`config.mk`:
```
export PLATFORM = sky130hd
export DESIGN_NAME = avmm_cmd_master
export DESIGN_NICKNAME = d
export VERILOG_FILES = /design/src/rtl/avmm_master_pkg.sv /design/src/rtl/avmm_cmd_master.sv
export SDC_FILE = /design/constraint.sdc
export NUM_CORES = 1
export LEC_CHECK = 0
export ABC_AREA = 1
export CAP_MARGIN = 20
export CORE_UTILIZATION = 45
export DETAILED_ROUTE_END_ITERATION = 10
export PLACE_DENSITY = 0.81
export SETUP_SLACK_MARGIN = 0.5
export SLEW_MARGIN = 20
export SYNTH_ARGS = -nofsm -noshare
export SYNTH_HDL_FRONTEND = slang
export SYNTH_SLANG_ARGS = --single-unit
```
`constraint.sdc`:
```
create_clock -name clk -period 2.16 [get_ports clk]
set_clock_uncertainty 0.15 [all_clocks]
set_input_delay 0.432 -clock clk [delete_from_list [all_inputs] [get_ports clk]]
set_output_delay 0.432 -clock clk [all_outputs]
set_load 0.02 [all_outputs]
```
`src/rtl/avmm_master_pkg.sv`:
```
// Shared types for the Avalon-MM command master: FSM states and the latched command record.
// cmd_t is sized for the widest supported bus; the master zero-extends into it.
package avmm_master_pkg;

  localparam int unsigned MaxDataWidth = 256;
  localparam int unsigned MaxAddrWidth = 64;
  localparam int unsigned MaxBeWidth   = MaxDataWidth / 8;

  typedef enum logic [1:0] {
    StIdle,
    StReq,
    StWaitRd,
    StResp
  } state_t;

  typedef struct packed {
    logic                    write;
    logic [MaxAddrWidth-1:0] address;
    logic [MaxDataWidth-1:0] writedata;
    logic [MaxBeWidth-1:0]   byteenable;
  } cmd_t;

  function automatic cmd_t pack_cmd(input logic                    write,
                                    input logic [MaxAddrWidth-1:0] address,
                                    input logic [MaxDataWidth-1:0] writedata,
                                    input logic [MaxBeWidth-1:0]   byteenable);
    cmd_t c;
    c.write      = write;
    c.address    = address;
    c.writedata  = writedata;
    c.byteenable = byteenable;
    return c;
  endfunction

endpackage

```
`src/rtl/avmm_cmd_master.sv`:
```
// Single-outstanding Avalon-MM master: accepts one command, issues it to the slave, waits out
// waitrequest stalls (with optional timeout) and a fixed read latency, then returns one response.
module avmm_cmd_master
  import avmm_master_pkg::*;
#(
  parameter int unsigned DATAWIDTH    = 32,
  parameter int unsigned ADDRESSWIDTH = 32,
  parameter int unsigned READ_LATENCY = 1,
  parameter int unsigned TIMEOUT      = 255
) (
  input  logic                    clk,
  input  logic                    rst,

  input  logic                    cmd_valid,
  output logic                    cmd_ready,
  input  logic                    cmd_write,
  input  logic [ADDRESSWIDTH-1:0] cmd_address,
  input  logic [DATAWIDTH-1:0]    cmd_writedata,
  input  logic [DATAWIDTH/8-1:0]  cmd_byteenable,

  output logic                    rsp_valid,
  input  logic                    rsp_ready,
  output logic                    rsp_write,
  output logic                    rsp_error,
  output logic [DATAWIDTH-1:0]    rsp_readdata,

  output logic [ADDRESSWIDTH-1:0] avm_address,
  output logic                    avm_read,
  output logic                    avm_write,
  output logic [DATAWIDTH-1:0]    avm_writedata,
  output logic [DATAWIDTH/8-1:0]  avm_byteenable,
  input  logic [DATAWIDTH-1:0]    avm_readdata,
  input  logic                    avm_waitrequest
);

  localparam int unsigned StallW = (TIMEOUT > 0) ? $clog2(TIMEOUT + 1) : 1;

  state_t                 state_q;
  cmd_t                   cmd_q;
  logic                   cmd_ready_q;
  logic                   avm_read_q;
  logic                   avm_write_q;
  logic [3:0]             lat_q;
  logic [StallW-1:0]      stall_q;
  logic                   rsp_valid_q;
  logic                   rsp_write_q;
  logic                   rsp_error_q;
  logic [DATAWIDTH-1:0]   rsp_readdata_q;
  logic                   stall_last;

  // True on the stall cycle that brings the counter up to TIMEOUT.
  assign stall_last = (TIMEOUT != 0) && ((32'(stall_q) + 32'd1) == TIMEOUT);

  always_ff @(posedge clk) begin
    if (rst) begin
      state_q        <= StIdle;
      cmd_q          <= '0;
      cmd_ready_q    <= 1'b0;
      avm_read_q     <= 1'b0;
      avm_write_q    <= 1'b0;
      lat_q          <= '0;
      stall_q        <= '0;
      rsp_valid_q    <= 1'b0;
      rsp_write_q    <= 1'b0;
      rsp_error_q    <= 1'b0;
      rsp_readdata_q <= '0;
    end else begin
      unique case (state_q)
        StIdle: begin
          cmd_ready_q <= 1'b1;
          if (cmd_valid && cmd_ready_q) begin
            cmd_q       <= pack_cmd(cmd_write, MaxAddrWidth'(cmd_address),
                                    MaxDataWidth'(cmd_writedata), MaxBeWidth'(cmd_byteenable));
            avm_read_q  <= !cmd_write;
            avm_write_q <= cmd_write;
            stall_q     <= '0;
            cmd_ready_q <= 1'b0;
            state_q     <= StReq;
          end
        end
        StReq: begin
          if (!avm_waitrequest) begin
            avm_read_q  <= 1'b0;
            avm_write_q <= 1'b0;
            if (cmd_q.write) begin
              rsp_valid_q    <= 1'b1;
              rsp_write_q    <= 1'b1;
              rsp_error_q    <= 1'b0;
              rsp_readdata_q <= '0;
              state_q        <= StResp;
            end else begin
              lat_q   <= 4'(READ_LATENCY - 1);
              state_q <= StWaitRd;
            end
          end else begin
            if (stall_q != '1) stall_q <= stall_q + StallW'(1);
            if (stall_last) begin
              avm_read_q     <= 1'b0;
              avm_write_q    <= 1'b0;
              rsp_valid_q    <= 1'b1;
              rsp_write_q    <= cmd_q.write;
              rsp_error_q    <= 1'b1;
              rsp_readdata_q <= '0;
              state_q        <= StResp;
            end
          end
        end
        StWaitRd: begin
          if (lat_q == '0) begin
            rsp_valid_q    <= 1'b1;
            rsp_write_q    <= 1'b0;
            rsp_error_q    <= 1'b0;
            rsp_readdata_q <= avm_readdata;
            state_q        <= StResp;
          end else begin
            lat_q <= lat_q - 4'd1;
          end
        end
        StResp: begin
          if (rsp_ready) begin
            rsp_valid_q    <= 1'b0;
            rsp_write_q    <= 1'b0;
            rsp_error_q    <= 1'b0;
            rsp_readdata_q <= '0;
            cmd_ready_q    <= 1'b1;
            state_q        <= StIdle;
          end
        end
        default: state_q <= StIdle;
      endcase
    end
  end

  assign cmd_ready      = cmd_ready_q;
  assign rsp_valid      = rsp_valid_q;
  assign rsp_write      = rsp_write_q;
  assign rsp_error      = rsp_error_q;
  assign rsp_readdata   = rsp_readdata_q;
  assign avm_read       = avm_read_q;
  assign avm_write      = avm_write_q;
  assign avm_address    = cmd_q.address[ADDRESSWIDTH-1:0];
  assign avm_writedata  = cmd_q.writedata[DATAWIDTH-1:0];
  assign avm_byteenable = cmd_q.byteenable[DATAWIDTH/8-1:0];

  // Upper bits of the wide command record are padding for narrower buses.
  logic unused_cmd_bits;
  assign unused_cmd_bits = ^cmd_q;

endmodule

```
==> flow_metrics.tcl, run 1 <==
set metrics [dict create \
    peakVddDrop_mv 0.724 \
    clk_path_buf_depth 2 \
    drtIter0Drc 447 \
    fmax_ghz 0.475 \
    yosys.cell_count.top_type "inv_1" \
    grt_usage 0.243 \
    start_util 0.462 \
    n_antenna_cell 0 \
    clk_latency_ns 0.41 \
    critPathRequiredTime_ns 2.36 \
    syn_inst 832 \
    slew_headroom 0.700 \
    dieArea_um2 13400 \
    cts_buffers 17 \
    synthTopCellsByCount "inv_1, nand2_1, dfxtp_1, a21oi_1, o21ai_0" \
    vias_per_cell 5.03 \
    synthesis.area_um2 5830 \
    grt_max_degree 47 \
    area_growth_pct 60.0 \
    fp-row-count 41 \
    power_density_nw_per_um2 1460 \
    cts_tree "done" \
    ioPinCount 212 \
    crit_arrival_ns 2.30 \
    synth_xor_area_frac 0 \
    hold_viol_final 0 \
    ant_nets 0 \
    fin_crit_sh 0.975 \
    dr.pass1.iters 6 \
    startpoint_type "flop" \
    root_buffer "clkbuf_16" \
    synth-adder-area-share 0.0172 \
    globalRouteOverflowTotal 0 \
    drc 0 \
    die_x_um 116 \
    rsz0062_at_grt "yes" \
    antenna_found_initial 0 \
    ys_seq_elements 121 \
    cts.htree.levels 4 \
    synth_top_area_frac 0.416 \
    port_buffers 211 \
    worstSetupPathType "reg2reg" \
    place_ws_ns 0.0475 \
    synth_flop_cell "dfxtp_1" \
    end_kind "flop" \
    setup_viol 0 \
    syn_avg_cell_area_um2 7.00 \
    dieHeight_um 116 \
    p_leak_nw 4.05 \
    cts.sinks 121 \
    grt_pass1_wl_mm 25.5 \
    hold_path.class "reg2reg" \
    nets 1128 \
    finalSetupTns_ns 0 \
    postCtsHoldBufs 0 \
    crit_fanout 6 \
    grt_pass1_vias 5445 \
    final_max_slew_viol_count 0 \
    yosys.area_share.simple 0.181 \
    synth.distinct_cells 26 \
    drive_above_1_share 0.308 \
    core_area_um2 12600 \
    synth_area_leaders "dfxtp_1, inv_1, buf_4" \
    min_period_ns 2.11 \
    cts.clk_slew.worst_paths_ns 0.05 \
    yosysWarnings 0 \
    synthesis.nets 946 \
    yosys.area.top_type "dfxtp_1" \
    ys_async_sr_fraction 0 \
    status "completed" \
    synth_top_family_by_area "buffers and inverters" \
    synth_edf_count 0 \
    dr_total_vias 6020 \
    avgRoutedWirePerCell_um 16.1 \
    synth_compound_area_frac 0.153 \
    muxShareOfSynthArea 0 \
    fill_cells 904 \
    routed_wirelength_mm 19.2 \
    tightest_slew_ns 0.448 \
    gp_congestion 0.820 \
    drv_cap 0 \
    seq_area_frac_synth 0.416 \
    fin_ws_ns 0.0539 \
    dp_hpwl_mm 9.79 \
]
==> registers in the layout (all words and copies together) (netlist names) <==
| register | cells |
|---|---|
| avm_address | 32 |
| avm_writedata | 32 |
| rsp_readdata | 32 |
| stall_q | 8 |
| avm_byteenable | 4 |
| lat_q | 4 |
| state_q | 2 |
| avm_read | 1 |
| avm_write | 1 |
| cmd_q | 1 |
| cmd_ready | 1 |
| rsp_error | 1 |
| rsp_valid | 1 |
| rsp_write | 1 |
==> layout by cell type (no fill, tap or decap), drive strengths merged, types with 2 or more instances in the layout <==
master and instances:
a211oi 2, dfxtp 121, nand2 135, bufinv 2, o21ai 82, a21oi 88, clkinv 3, nor2 68
nand4 30, clkbuf 101, clkdlybuf4s15 43, clkdlybuf4s50 105, nand3 13, o21bai 2, buf 54, inv 165
ha 8
==> area by class of cell <==
type / instances / area, um^2 / area share
multi-input cells: 431 / 2590 / 0.277
well taps: 172 / 215 / 0.0231
repair buffers: 278 / 2840 / 0.304
flip-flops and latches: 121 / 2440 / 0.262
clock inverters: 6 / 82.6 / 0.00886
clock buffers: 25 / 528 / 0.0566
inverters: 165 / 632 / 0.0678
==> path summary, 6_finish.rpt <==
kind / slack (ns) / startpoint / depth (start not counted) / endpoint
max: 0.05 / stall_q[0] / 12 / rsp_readdata[7]
min: 0.29 / avm_address[15] / 2 / avm_address[15]
max reg2reg: 0.05 / stall_q[0] / 12 / rsp_readdata[7]
min reg2reg: 0.29 / avm_address[15] / 2 / avm_address[15]
==> per-stage QoR <==
stage	hold WS [ns]	util	std cells	instance area (um^2)	total power, W
after floorplan	0.274	-	832	5910	0.00715
after global placement	0.279	0.615	1122	7750	0.00854
after detailed placement	0.284	0.615	1122	7750	0.00867
after CTS	0.291	0.692	1171	8730	0.0121
after global routing	0.309	0.739	1198	9320	0.0144
final	0.288	0.739	1198	9320	0.0136
==> power breakdown <==
group          switching [W]  internal, W  total (W)  leakage (nW)
Combinational        0.00413      0.00321    0.00734          2.76
Sequential          0.000444      0.00294    0.00338         0.994
Clock                0.00101      0.00192    0.00293         0.299
Total                0.00559      0.00806     0.0136          4.05
==> critical path, cell delays in order, from the launching register on <==
cell and delay (ns):
dfxtp_4 0.36, ha_4 0.16, nand2_4 0.07, o21bai_1 0.14
nand2_1 0.15, nor2_4 0.13, nand3_2 0.11, nand2_4 0.14
nand3_4 0.19, clkbuf_16 0.24, nand2_4 0.06, inv_2 0.03
nor2_1 0.10
==> per-layer routing <==
metal  vias to the layer above  part of all wire  global-route usage
li1                       2871                 -                   -
met1                      2741              0.37               0.273
met2                       344              0.51               0.417
met3                        64             0.093              0.0910
met4                         0             0.028              0.0974
met5                         -                 0                   0
==> cells by family after synthesis <==
group | after synthesis
AOI/OAI and AO/OA | 174
and+or+nand+nor | 249
buffers and inverters | 280
DFF | 121
adders and majority gates | 8
==> repair_timing <==
action	CTS	global route
pin swaps	7	53
endpoints found under the setup margin	194	172
resized for setup	270	242
buffers inserted	14	12
cloned	4	15
Note: power is estimated with default switching activity, not from simulation.
==> inputs of run 2 (changes only) <==
Settings changed: REMOVE_ABC_BUFFERS from default to 1.
==> run 2 against run 1 <==
  * Worst hold slack gained 0.0033 ns
  * Largest power group unchanged
  * Via count shrank 0.68%
  * Utilization shrank 2.7 points
  * First-iteration DRC count grew 18%
==> flow_metrics.tcl, run 2 (synthesis gave the netlist of run 1 again) <==
set metrics [dict create \
    status "completed" \
    cp_top_family "simple AND/OR/NAND/NOR gates" \
    drive_above_1_share 0.326 \
    cts.clk_slew.worst_paths_ns 0.05 \
    whs_path_depth 2 \
    max_stage_delay_ns 0.37 \
    start_util 0.462 \
    area_growth_pct 54.1 \
    grt_pass1_wl_mm 26.1 \
    slew_headroom 0.760 \
    cts_tree "done" \
    cts.sinks 121 \
    layout_commonest_cell "inv_1" \
    routed_wirelength_mm 19.2 \
    fmax_ghz 0.472 \
    hold_viol_final 0 \
    clk_latency_ns 0.41 \
    antenna_found_initial 0 \
    cp_cell_sequence "ha_4, nand2_4, inv_4, nor2_4, nand3_2, nor2_4, nand3_4, nand2_4, nand3_4, buf_12, buf_16, nand2_2, inv_1, nor2_2" \
    rsz0062_at_grt "yes" \
    fill_cells 955 \
    die_x_um 116 \
    min_period_ns 2.12 \
    startpoint_type "flop" \
    worstHoldStart "avm_writedata[21]" \
    total_power_w 0.0137 \
    gp_congestion 0.796 \
    layout_common_cells "inv_1, dfxtp_1, clkdlybuf4s50_1" \
    avgRoutedWirePerCell_um 16.1 \
    power_density_nw_per_um2 1520 \
    crit_arrival_ns 2.31 \
    grt_max_degree 70 \
    core_area_um2 12600 \
    globalRouteOverflowTotal 0 \
    root_buffer "clkbuf_16" \
    grt_pass1_vias 5383 \
    drv_cap 0 \
    dieHeight_um 116 \
    drtIter0Drc 528 \
    cts.htree.levels 4 \
    fp-row-count 41 \
    reg2reg_setup_slack_ns 0.04 \
    critPathRequiredTime_ns 2.35 \
    reg2reg_to "rsp_readdata[18]" \
    cts_buffers 17 \
    crit_fanout 5 \
    p_leak_nw 3.93 \
    tightest_slew_ns 0.360 \
    dieArea_um2 13400 \
    grt_usage 0.252 \
    clk_path_buf_depth 2 \
    ioPinCount 212 \
    worstSetupPathType "reg2reg" \
    vias_per_cell 5.00 \
    crit_path_top_delay_cell "dfxtp_4" \
    drc 0 \
    finalSetupTns_ns 0 \
    hold_path.class "reg2reg" \
    r2r_cells 14 \
    end_kind "flop" \
    n_antenna_cell 0 \
    final_max_slew_viol_count 0 \
    dp_hpwl_mm 9.36 \
    nets 1127 \
    setup_viol 0 \
    whs_endpoint "avm_writedata[21]" \
    r2r_start "stall_q[0]" \
    peakVddDrop_mv 0.686 \
    dr.pass1.iters 5 \
    ant_nets 0 \
    port_buffers 211 \
    dr_total_vias 5979 \
    fin_crit_sh 0.982 \
    crit_buf_inv 4 \
]
## run 2: changes by cell type in the layout (fill, tap and decap cells not counted), moves of 6 or more
cell,before,now
clkbuf_2,62,78
o21ai_1,16,31
clkdlybuf4s15_1,18,5
nand2_1,102,90
clkbuf_16,33,22
nand2_2,19,30
o21ai_2,25,15
nor2_2,14,22
buf_6,9,15
clkdlybuf4s15_2,25,19
nor2_1,47,41
## run 2: worst register-to-register path, delay by kind of cell (launching register included)
| family | cells | cell delay [ns] |
|---|---|---|
| buffers and inverters | 4 | 0.42 |
| adder cells (fa/ha/maj) | 1 | 0.17 |
| AND/OR/NAND/NOR | 9 | 0.93 |
| flip-flops | 1 | 0.37 |
## run 2: worst max-delay path by stage
stage / end / cells after the start / slack, ns / start
2_1_floorplan: stall_q[1] / 7 / -1.83 / state_q[0]
5_1_grt: rsp_readdata[30] / 14 / -0.005 / stall_q[0]
3_5_place_dp: rsp_readdata[5] / 10 / 0.03 / avm_waitrequest
6_report: rsp_readdata[18] / 14 / 0.04 / stall_q[0]
4_1_cts: rsp_readdata[4] / 14 / 0.16 / stall_q[0]
3_3_place_gp: rsp_readdata[15] / 9 / 0.08 / avm_waitrequest
## run 2: through the flow
stage	std cells	utilization	worst slack (ns)	instance area (um^2)	hold slack, ns
after floorplan	717	-	-1.83	5090	0.285
after detailed placement	1116	0.603	0.0287	7610	0.283
after CTS	1176	0.690	0.159	8710	0.291
final	1195	0.711	0.0394	8980	0.291
after global placement	1116	0.603	0.0773	7610	0.279
after global routing	1195	0.711	-0.00471	8980	0.307
## run 2: power by group
part           leakage [nW]  internal (W)  total, W  switching [W]
clock network         0.257       0.00161   0.00257       0.000960
logic                  2.68       0.00339   0.00771        0.00431
registers             0.993       0.00293   0.00338       0.000442
## run 2: layer usage
layer	up-vias	routed length [um]	global-route usage
met1	2768	7330	0.269
met4	0	588	0.103
li1	2858	-	-
met2	304	9460	0.435
met3	49	1810	0.111
met5	-	0	0
## run 2: cell type report
| cell class | count | area [um^2] | share of cell area |
|---|---|---|---|
| clock buffers | 25 | 475 | 0.0530 |
| well taps | 172 | 215 | 0.0240 |
| clock inverters | 4 | 45.0 | 0.00502 |
| multi-input cells | 431 | 2560 | 0.285 |
| repair buffers | 277 | 2610 | 0.291 |
| flip-flops and latches | 121 | 2440 | 0.272 |
| inverters | 165 | 633 | 0.0705 |
## run 2: timing repair
| item | 4_1_cts | 5_1_grt |
|---|---|---|
| gates resized for setup | 287 | 264 |
| hold buffers | 0 | 0 |
| endpoints found under the hold margin | 0 | 0 |
| setup buffers | 24 | 11 |
| pin swaps | 15 | 58 |
| cloned | 7 | 8 |
| setup endpoints to repair | 226 | 203 |
